[config.mk]
export PLATFORM = sky130hd
export DESIGN_NAME = taglist_player_flat
export DESIGN_NICKNAME = d
export VERILOG_FILES = /design/src/rtl/taglist_player_if.sv /design/src/rtl/taglist_player.sv /design/src/flat_wrapper.sv
export SDC_FILE = /design/constraint.sdc
export NUM_CORES = 1
export LEC_CHECK = 0
export CORE_ASPECT_RATIO = 1.2
export CORE_MARGIN = 10
export CORE_UTILIZATION = 28
export CTS_BUF_LIST = sky130_fd_sc_hd__clkbuf_2
export DETAILED_ROUTE_END_ITERATION = 7
export DONT_BUFFER_PORTS = 1
export REMOVE_ABC_BUFFERS = 1
export SLEW_MARGIN = 30
export SYNTH_ARGS = -nofsm -noshare
export SYNTH_HDL_FRONTEND = slang
export SYNTH_SLANG_ARGS = --single-unit
[constraint.sdc]
create_clock -name clk_50MHz -period 2.25 [get_ports clk_50MHz]
set_input_delay 0.3375 -clock clk_50MHz [delete_from_list [all_inputs] [get_ports clk_50MHz]]
set_output_delay 0.3375 -clock clk_50MHz [all_outputs]
set_load 0.005 [all_outputs]
[src/rtl/taglist_player_if.sv]
// +----------------------------------------------------------------------------+
// | taglist_player_if: request, tag RAM and ROM stream signals of the player   |
// | Revision: 1.0 - initial release                                            |
// +----------------------------------------------------------------------------+
`default_nettype none

interface taglist_player_if #(
  parameter int TAG_ADDR_W = 7
);
  logic                  play_req;
  logic [6:0]            play_seq;
  logic [TAG_ADDR_W-1:0] tag_addr;
  logic [31:0]           tag_data;
  logic [9:0]            rom_addr;
  logic                  rom_valid;
  logic                  busy;
  logic                  done;
  logic                  not_found;

  modport master (
    output play_req, play_seq, tag_data,
    input  tag_addr, rom_addr, rom_valid, busy, done, not_found
  );

  modport slave (
    input  play_req, play_seq, tag_data,
    output tag_addr, rom_addr, rom_valid, busy, done, not_found
  );
endinterface

`default_nettype wire

[src/rtl/taglist_player.sv]
// +----------------------------------------------------------------------------+
// | taglist_player: searches the tag RAM for a sequence, streams its ROM range |
// | Revision: 1.0 - initial release                                            |
// +----------------------------------------------------------------------------+
`default_nettype none

module taglist_player #(
  parameter int TAG_ADDR_W = 7,
  parameter int RATE_DIV   = 1
) (
  input  wire logic         clk_50MHz,
  input  wire logic         reset,
  taglist_player_if.slave   tl_io
);

  localparam logic [2:0]  c_IDLE      = 3'd0;
  localparam logic [2:0]  c_LK_ADDR   = 3'd1;
  localparam logic [2:0]  c_LK_CHECK  = 3'd2;
  localparam logic [2:0]  c_PLAY      = 3'd3;
  localparam logic [2:0]  c_FINISH    = 3'd4;
  localparam logic [15:0] c_RATE_LAST = 16'(RATE_DIV - 1);

  logic [2:0]            state_q, state_d;
  logic [6:0]            seq_q, seq_d;
  logic [TAG_ADDR_W-1:0] idx_q, idx_d;
  logic [9:0]            cur_q, cur_d;
  logic [9:0]            end_q, end_d;
  logic [15:0]           cnt_q, cnt_d;
  logic                  nf_q, nf_d;

  logic [6:0] w_tag_seq;
  logic [9:0] w_tag_start;
  logic [9:0] w_tag_end;
  logic       w_tag_eof;
  logic [3:0] w_unused_hi;
  logic       w_strobe;

  assign w_tag_seq   = tl_io.tag_data[27:21];
  assign w_tag_start = tl_io.tag_data[20:11];
  assign w_tag_end   = tl_io.tag_data[10:1];
  assign w_tag_eof   = tl_io.tag_data[0];
  assign w_unused_hi = tl_io.tag_data[31:28];
  assign w_strobe    = (state_q == c_PLAY) && (cnt_q == 16'd0);

  always_ff @(posedge clk_50MHz) begin
    if (reset) begin
      state_q <= c_IDLE;
      seq_q   <= 7'd0;
      idx_q   <= '0;
      cur_q   <= 10'd0;
      end_q   <= 10'd0;
      cnt_q   <= 16'd0;
      nf_q    <= 1'b0;
    end else begin
      state_q <= state_d;
      seq_q   <= seq_d;
      idx_q   <= idx_d;
      cur_q   <= cur_d;
      end_q   <= end_d;
      cnt_q   <= cnt_d;
      nf_q    <= nf_d;
    end
  end

  always_comb begin
    state_d = state_q;
    seq_d   = seq_q;
    idx_d   = idx_q;
    cur_d   = cur_q;
    end_d   = end_q;
    cnt_d   = cnt_q;
    nf_d    = nf_q;
    case (state_q)
      c_IDLE: begin
        if (tl_io.play_req) begin
          seq_d = tl_io.play_seq;
          idx_d = '0;
          // A zero request skips the search and is rejected one cycle later in LK_CHECK
          state_d = (tl_io.play_seq != 7'd0) ? c_LK_ADDR : c_LK_CHECK;
        end
      end
      c_LK_ADDR: state_d = c_LK_CHECK;
      c_LK_CHECK: begin
        if (seq_q == 7'd0) begin
          nf_d    = 1'b1;
          state_d = c_FINISH;
        end else if (w_tag_seq == seq_q) begin
          if (w_tag_end >= w_tag_start) begin
            cur_d   = w_tag_start;
            end_d   = w_tag_end;
            cnt_d   = 16'd0;
            state_d = c_PLAY;
          end else begin
            nf_d    = 1'b1;
            state_d = c_FINISH;
          end
        end else if (w_tag_eof || (&idx_q)) begin
          nf_d    = 1'b1;
          state_d = c_FINISH;
        end else begin
          idx_d   = idx_q + TAG_ADDR_W'(1);
          state_d = c_LK_ADDR;
        end
      end
      c_PLAY: begin
        cnt_d = (cnt_q == c_RATE_LAST) ? 16'd0 : cnt_q + 16'd1;
        if (w_strobe) begin
          if (cur_q == end_q) begin
            nf_d    = 1'b0;
            state_d = c_FINISH;
          end else begin
            cur_d = cur_q + 10'd1;
          end
        end
      end
      c_FINISH: state_d = c_IDLE;
      default:  state_d = c_IDLE;
    endcase
  end

  always_comb begin
    tl_io.tag_addr  = idx_q;
    tl_io.rom_addr  = cur_q;
    tl_io.rom_valid = w_strobe;
    tl_io.busy      = (state_q == c_LK_ADDR) || (state_q == c_LK_CHECK) || (state_q == c_PLAY);
    tl_io.done      = (state_q == c_FINISH) && !nf_q;
    tl_io.not_found = (state_q == c_FINISH) && nf_q;
  end

endmodule

`default_nettype wire
[src/flat_wrapper.sv]
// flat-port wrapper written by rule: the top's interface ports become plain ports
module taglist_player_flat 
#(
  parameter int TAG_ADDR_W = 7,
  parameter int RATE_DIV   = 1
)
  (clk_50MHz, reset, tl_io_play_req, tl_io_play_seq, tl_io_tag_data, tl_io_tag_addr, tl_io_rom_addr, tl_io_rom_valid, tl_io_busy, tl_io_done, tl_io_not_found);
  taglist_player_if #(.TAG_ADDR_W(TAG_ADDR_W)) tl_io_i ();
  input  wire logic clk_50MHz;
  input  wire logic reset;
  input wire logic [$bits(tl_io_i.play_req)-1:0] tl_io_play_req;
  input wire logic [$bits(tl_io_i.play_seq)-1:0] tl_io_play_seq;
  input wire logic [$bits(tl_io_i.tag_data)-1:0] tl_io_tag_data;
  output wire logic [$bits(tl_io_i.tag_addr)-1:0] tl_io_tag_addr;
  output wire logic [$bits(tl_io_i.rom_addr)-1:0] tl_io_rom_addr;
  output wire logic [$bits(tl_io_i.rom_valid)-1:0] tl_io_rom_valid;
  output wire logic [$bits(tl_io_i.busy)-1:0] tl_io_busy;
  output wire logic [$bits(tl_io_i.done)-1:0] tl_io_done;
  output wire logic [$bits(tl_io_i.not_found)-1:0] tl_io_not_found;
  assign tl_io_i.play_req = tl_io_play_req;
  assign tl_io_i.play_seq = tl_io_play_seq;
  assign tl_io_i.tag_data = tl_io_tag_data;
  assign tl_io_tag_addr = tl_io_i.tag_addr;
  assign tl_io_rom_addr = tl_io_i.rom_addr;
  assign tl_io_rom_valid = tl_io_i.rom_valid;
  assign tl_io_busy = tl_io_i.busy;
  assign tl_io_done = tl_io_i.done;
  assign tl_io_not_found = tl_io_i.not_found;
  taglist_player #(.TAG_ADDR_W(TAG_ADDR_W), .RATE_DIV(RATE_DIV)) u_core (.clk_50MHz(clk_50MHz), .reset(reset), .tl_io(tl_io_i));
endmodule
---- Yosys cells after proc, flatten, opt, wreduce, memory -nomap -nowiden ----
Index checks and enable logic that the tools add are counted.
operators by class
  add/subtract/negate cells ............... 3
  multipliers ............................. 0
  div/mod/pow operators ................... 0
  order comparisons ....................... 1
  equal/unequal tests ..................... 17
  shift-type cells ........................ 0
  multiplexer cells ....................... 32
  bitwise operators ....................... 1
  reductions and logical operators ........ 21
operators with widths
  cell                                                                    count
  16-bit 2-to-1 mux                                                       4
  10-bit 2-to-1 mux                                                       5
  16-bit one-hot mux with 2 select lines                                  1
  7-bit 2-to-1 mux                                                        4
  3-bit 2-to-1 mux                                                        7
  10-bit one-hot mux with 2 select lines                                  1
  16-bit by 1-bit adder with 16-bit output (second input constant)        1
  16-bit zero test                                                        1
  2-bit inequality test (second input constant)                           7
  7-bit one-hot mux with 2 select lines                                   1
  3-bit one-hot mux with 4 select lines                                   1
  10-bit by 1-bit adder with 10-bit output (second input constant)        1
  10-bit equality test                                                    1
  10-bit greater-or-equal comparator                                      1
  5-bit AND reduction                                                     2
  4-bit AND reduction                                                     2
  7-bit by 1-bit adder with 7-bit output (second input constant)          1
  7-bit equality test                                                     1
  7-bit zero test                                                         1
  7-bit AND reduction                                                     1
  7-bit nonzero test                                                      1
  3-bit by 2-bit equality test with 1-bit output (second input constant)  2
  1-bit 2-to-1 mux                                                        6
  6-bit AND reduction                                                     1
  15 further kinds                                                        21
word-level totals
  register bits ........................... 54
  latch bits .............................. 0
  RAM bits ................................ 0
  bits in read-only memories .............. 0
  output and inout bits ................... 21
  word-level logic and storage cells ...... 82
  memories kept ........................... 0

---- Depth between registers and ports, before layout ----
  depth in word-level cells ............... 6
  depth in mapped cells ................... 9
  depth with buffers taken out ............ 8

---- Least setup slack after synthesis ----
OpenSTA, ideal clock, no wires.
  kind .................................... input -> register
  from .................................... input port tl_io_tag_data[18]
  to ...................................... register u_core.nf_q
  setup time .............................. 0.123 ns
  arrival ................................. 2.025 ns
  data required time ...................... 2.127 ns
  setup slack ............................. 0.102 ns
  stages .................................. 8
  path buffers ............................ 0
  path through ............................ inv_1 ha_1 a211oi_1 nor2_1 or3_4 o211a_4 nor3_2 mux2_1
between the ends
  cells in the longest elaborated chain, start to end .. 3
RTL lines
  what                                                        line                  RTL
  start: declaration                                          flat_wrapper.sv:13    input wire logic [$bits(tl_io_i.tag_data)-1:0] tl_io_tag_data;
  10-bit greater-or-equal comparator                          taglist_player.sv:88  if (w_tag_end >= w_tag_start) begin
  4-bit by 3-bit inequality test with 1-bit output (no line)  -
  5-bit AND reduction (no line)                               -
  end signal: assignment                                      taglist_player.sv:61  nf_q <= nf_d;
  end: declaration                                            taglist_player.sv:29  logic nf_q, nf_d;
Every way passes these cells.
A chain may end at the register's enable or synchronous reset.

---- Worst setup path after layout ----
  from .................................... register u_core.end_q[4]
  to ...................................... register u_core.nf_q
between the ends
  cells in the longest elaborated chain, start to end .. 3
RTL lines
  what                             line                   RTL
  start: declaration               taglist_player.sv:27   logic [9:0] end_q, end_d;
  start signal: assignment         taglist_player.sv:59   end_q <= end_d;
  10-bit equality test             taglist_player.sv:108  if (cur_q == end_q) begin
  2-bit inequality test (no line)  -
  5-bit AND reduction (no line)    -
Every way passes these cells.

==> impl_metrics.py <==
metrics = {
    "route": {
        "wl_per_cell_um": 15.9,
        "antenna_left": 0,
        "totalWireLength_mm": 9.07,
        "drtIter0Drc": 231,
        "vias": 2951,
        "vias_per_cell": 5.18,
        "post-route-drc-count": 0,
        "dr.pass1.iters": 4,
    },
    "finish": {
        "fin_util_pct": 33.8,
        "drive_gt1_share_pct": 14.4,
        "layout.cells.non_filler": 570,
        "multiInputGateArea_um2": 2030,
        "nets": 472,
        "antenna_cells": 0,
        "fillers": 1154,
        "area_growth_pct": 16.7,
        "ff_latch_area_um2": 1080,
    },
    "outcome": {
        "status": "finished clean",
    },
    "yosys": {
        "yosys.cell_types.count": 55,
        "netlist_area_um2": 3240,
        "synth_ff_type": "dfxtp_1",
        "synth-seq-cells": 54,
        "synth-edff-count": 0,
        "synth-async-reset-ratio_pct": 0,
        "synth-seq-area-share_pct": 33.4,
        "ys_warn_count": 0,
        "syn-instance-count": 386,
        "syn_area_per_cell_um2": 8.39,
    },
    "placement": {
        "dp.cells": 542,
        "hpwl_mm": 6.71,
        "portBuffers": 0,
        "globalplace.congestion": 0.834,
    },
    "floorplan": {
        "die_width_um": 118,
        "die_h_um": 138,
        "fp.coreArea_um2": 11200,
        "io-pin-count": 63,
        "die-area_um2": 16300,
        "initial_core_util_pct": 28.9,
        "placementRows": 42,
    },
    "timing": {
        "clock_skew_ns": 0.0146,
        "setup_viol": 0,
        "fmax_mhz": 472,
        "hold_viol_final": 0,
        "slew_violations": 0,
        "relSlewSlack_pct": 48.0,
        "fin_crit_sh_pct": 94.1,
        "tns_ns": 0,
        "timing_worst_slew_pin_value_ns": 0.774,
        "hold_ws_ns": 0.0477,
        "final.min_clock_period_ns": 2.12,
        "rsz0062_at_grt": "no",
    },
    "setup_path": {
        "start_kind": "register",
        "worstPathRequired_ns": 2.66,
        "critical_path.top_delay_family": "simple AND/OR/NAND/NOR gates",
        "path_class": "register to register",
        "cp_cell_sequence": "xor2_1 > nor4_1 > nand4_1 > a211o_1 > nor3_2 > mux2_1",
        "crit_slowest_cell": "dfxtp_1",
        "cp.arrival_ns": 2.53,
        "endpoint_kind": "register",
        "crit_cells": 6,
        "critPathBufInv": 0,
        "slowest_delay_ns": 0.39,
        "crit_fanout": 4,
        "rr_worst_depth": 6,
    },
    "clock_tree": {
        "cts_buffers": 5,
        "cts.clk_slew.worst_paths_ns": 0.28,
        "insertion_delay_ns": 0.47,
        "htree_levels": 2,
        "cts-root-buf": "clkbuf_2",
        "cts_sinks": 54,
        "cts_buffer_depth": 2,
        "cts_tree": "built",
    },
    "power": {
        "power.leakage_nw": 1.50,
        "vdd.ir_drop.worst_uv": 198,
        "power_density_nw_per_um2": 425,
    },
    "grt": {
        "grt_pass1_vias": 2904,
        "grt_overflow": 0,
        "antenna_found_initial": 0,
        "grt.total_usage_pct": 11.1,
        "grt_pass1_wl_mm": 15.0,
        "grt_max_degree": 35,
    },
    "min_path": {
        "hp-class": "primary input to register",
        "whs_path_depth": 3,
    },
    "flow_run": {
        "drv_cap": 0,
    },
}
## cells in the final DEF, fill, tap and decap left out, types with 3 or more instances in the layout
master and count:
nand2b_1 3, nor3_1 12, xnor2_1 3, a22oi_1 7, dlygate4sd3_1 17, nand3_1 11, inv_1 17, xor2_1 20
dfxtp_1 53, ha_1 13, nand2_1 46, o21ai_0 10, and3_1 8, clkbuf_2 5, nor4_1 4, a31oi_1 6
mux2i_1 12, buf_4 21, nor2_1 47, a211oi_1 4, a311oi_1 5, o32ai_2 8, a41oi_1 6, a21oi_1 24
nand4_1 6
## path summary, 6_finish.rpt
| check | slack, ns | from | to |
|---|---|---|---|
| setup / recovery | 0.13 | u_core.end_q[4] | u_core.nf_q |
| hold / removal | 0.05 | reset | u_core.cnt_q[8] |
| setup reg to reg | 0.13 | u_core.end_q[4] | u_core.nf_q |
| hold reg to reg | 0.51 | u_core.seq_q[6] | u_core.seq_q[6] |
## routing by layer
metal	up-vias	track usage, %	share of wire, %
met2	69	20.2	53
met5	-	0	0
met1	1415	12.2	38
met4	0	3.65	1.8
li1	1456	-	-
met3	11	3.36	6.3
## flip-flops by register name, summed over array words and instances (netlist names)
register,count
u_core.tl_io.tag_addr,7
u_core.cnt_q,16
u_core.seq_q,7
u_core.state_q,3
u_core.end_q,10
u_core.nf_q,1
u_core.tl_io.rom_addr,10
## power breakdown
part           total [mW]  internal (mW)  switching (mW)
sequential          0.997          0.976          0.0218
combinational       0.222         0.0952           0.127
clock               0.388         0.0673           0.321
## cell usage after synthesis (5+ instances only)
library cell | count | share of area, %
dfxtp_1 | 54 | 33
nor2_1 | 48 | 5.6
nand2_1 | 46 | 5.3
a21oi_1 | 24 | 3.7
xor2_1 | 20 | 5.4
inv_1 | 18 | 2.1
ha_1 | 14 | 5.4
mux2i_1 | 12 | 3.7
nand3_1 | 12 | 1.9
nor3_1 | 12 | 1.9
o21ai_0 | 10 | 1.5
and3_1 | 8 | 1.5
clkbuf_1 | 8 | 0.93
o32ai_2 | 8 | 4.0
a22oi_1 | 7 | 1.6
a31oi_1 | 6 | 1.2
a41oi_1 | 6 | 1.6
buf_2 | 6 | 0.93
nand4_1 | 6 | 1.2
a311oi_1 | 5 | 1.4
## worst min-delay path, stage by stage
cell     delay (ns)
nor2_1         0.04
nand3_1        0.07
o21ai_0        0.07
## through the flow
| stage | setup slack, ns | area [um2] | power (mW) |
|---|---|---|---|
| after detailed placement | -0.137 | 3500 | 1.20 |
| final | 0.132 | 3780 | 1.61 |
| after global placement | -0.0946 | 3500 | 1.19 |
| after CTS | 0.0112 | 3730 | 1.63 |
| after global routing | 0.00139 | 3780 | 1.69 |
| after floorplan | -0.166 | 3150 | 1.15 |
## final cells by class
| type | count | area share [%] |
|---|---|---|
| multi-input combinational | 297 | 53.8 |
| sequential | 54 | 28.7 |
| timing repair buffer | 40 | 9.73 |
| tap | 154 | 5.10 |
| inverter | 18 | 1.79 |
| clock buffer | 5 | 0.662 |
| clock inverter | 2 | 0.265 |
## cell families after synthesis
kind of cell / count (synthesis) / synth area share, %
and+or+nand+nor: 159 / 24.5
AOI/OAI and AO/OA: 88 / 21.6
DFF: 54 / 33.4
buffers and inverters: 35 / 4.87
xor gates and xnor gates: 23 / 6.22
adders and majority gates: 14 / 5.41
muxes: 13 / 4.06
## what timing repair did
item	in CTS	in global routing
endpoints found under the setup margin	1	9
pin swaps	0	2
endpoints found under the hold margin	34	0
hold buffers	18	0
gates resized for setup	2	7
buffers inserted	0	3
No activity file was read; power rests on OpenSTA's default activity.
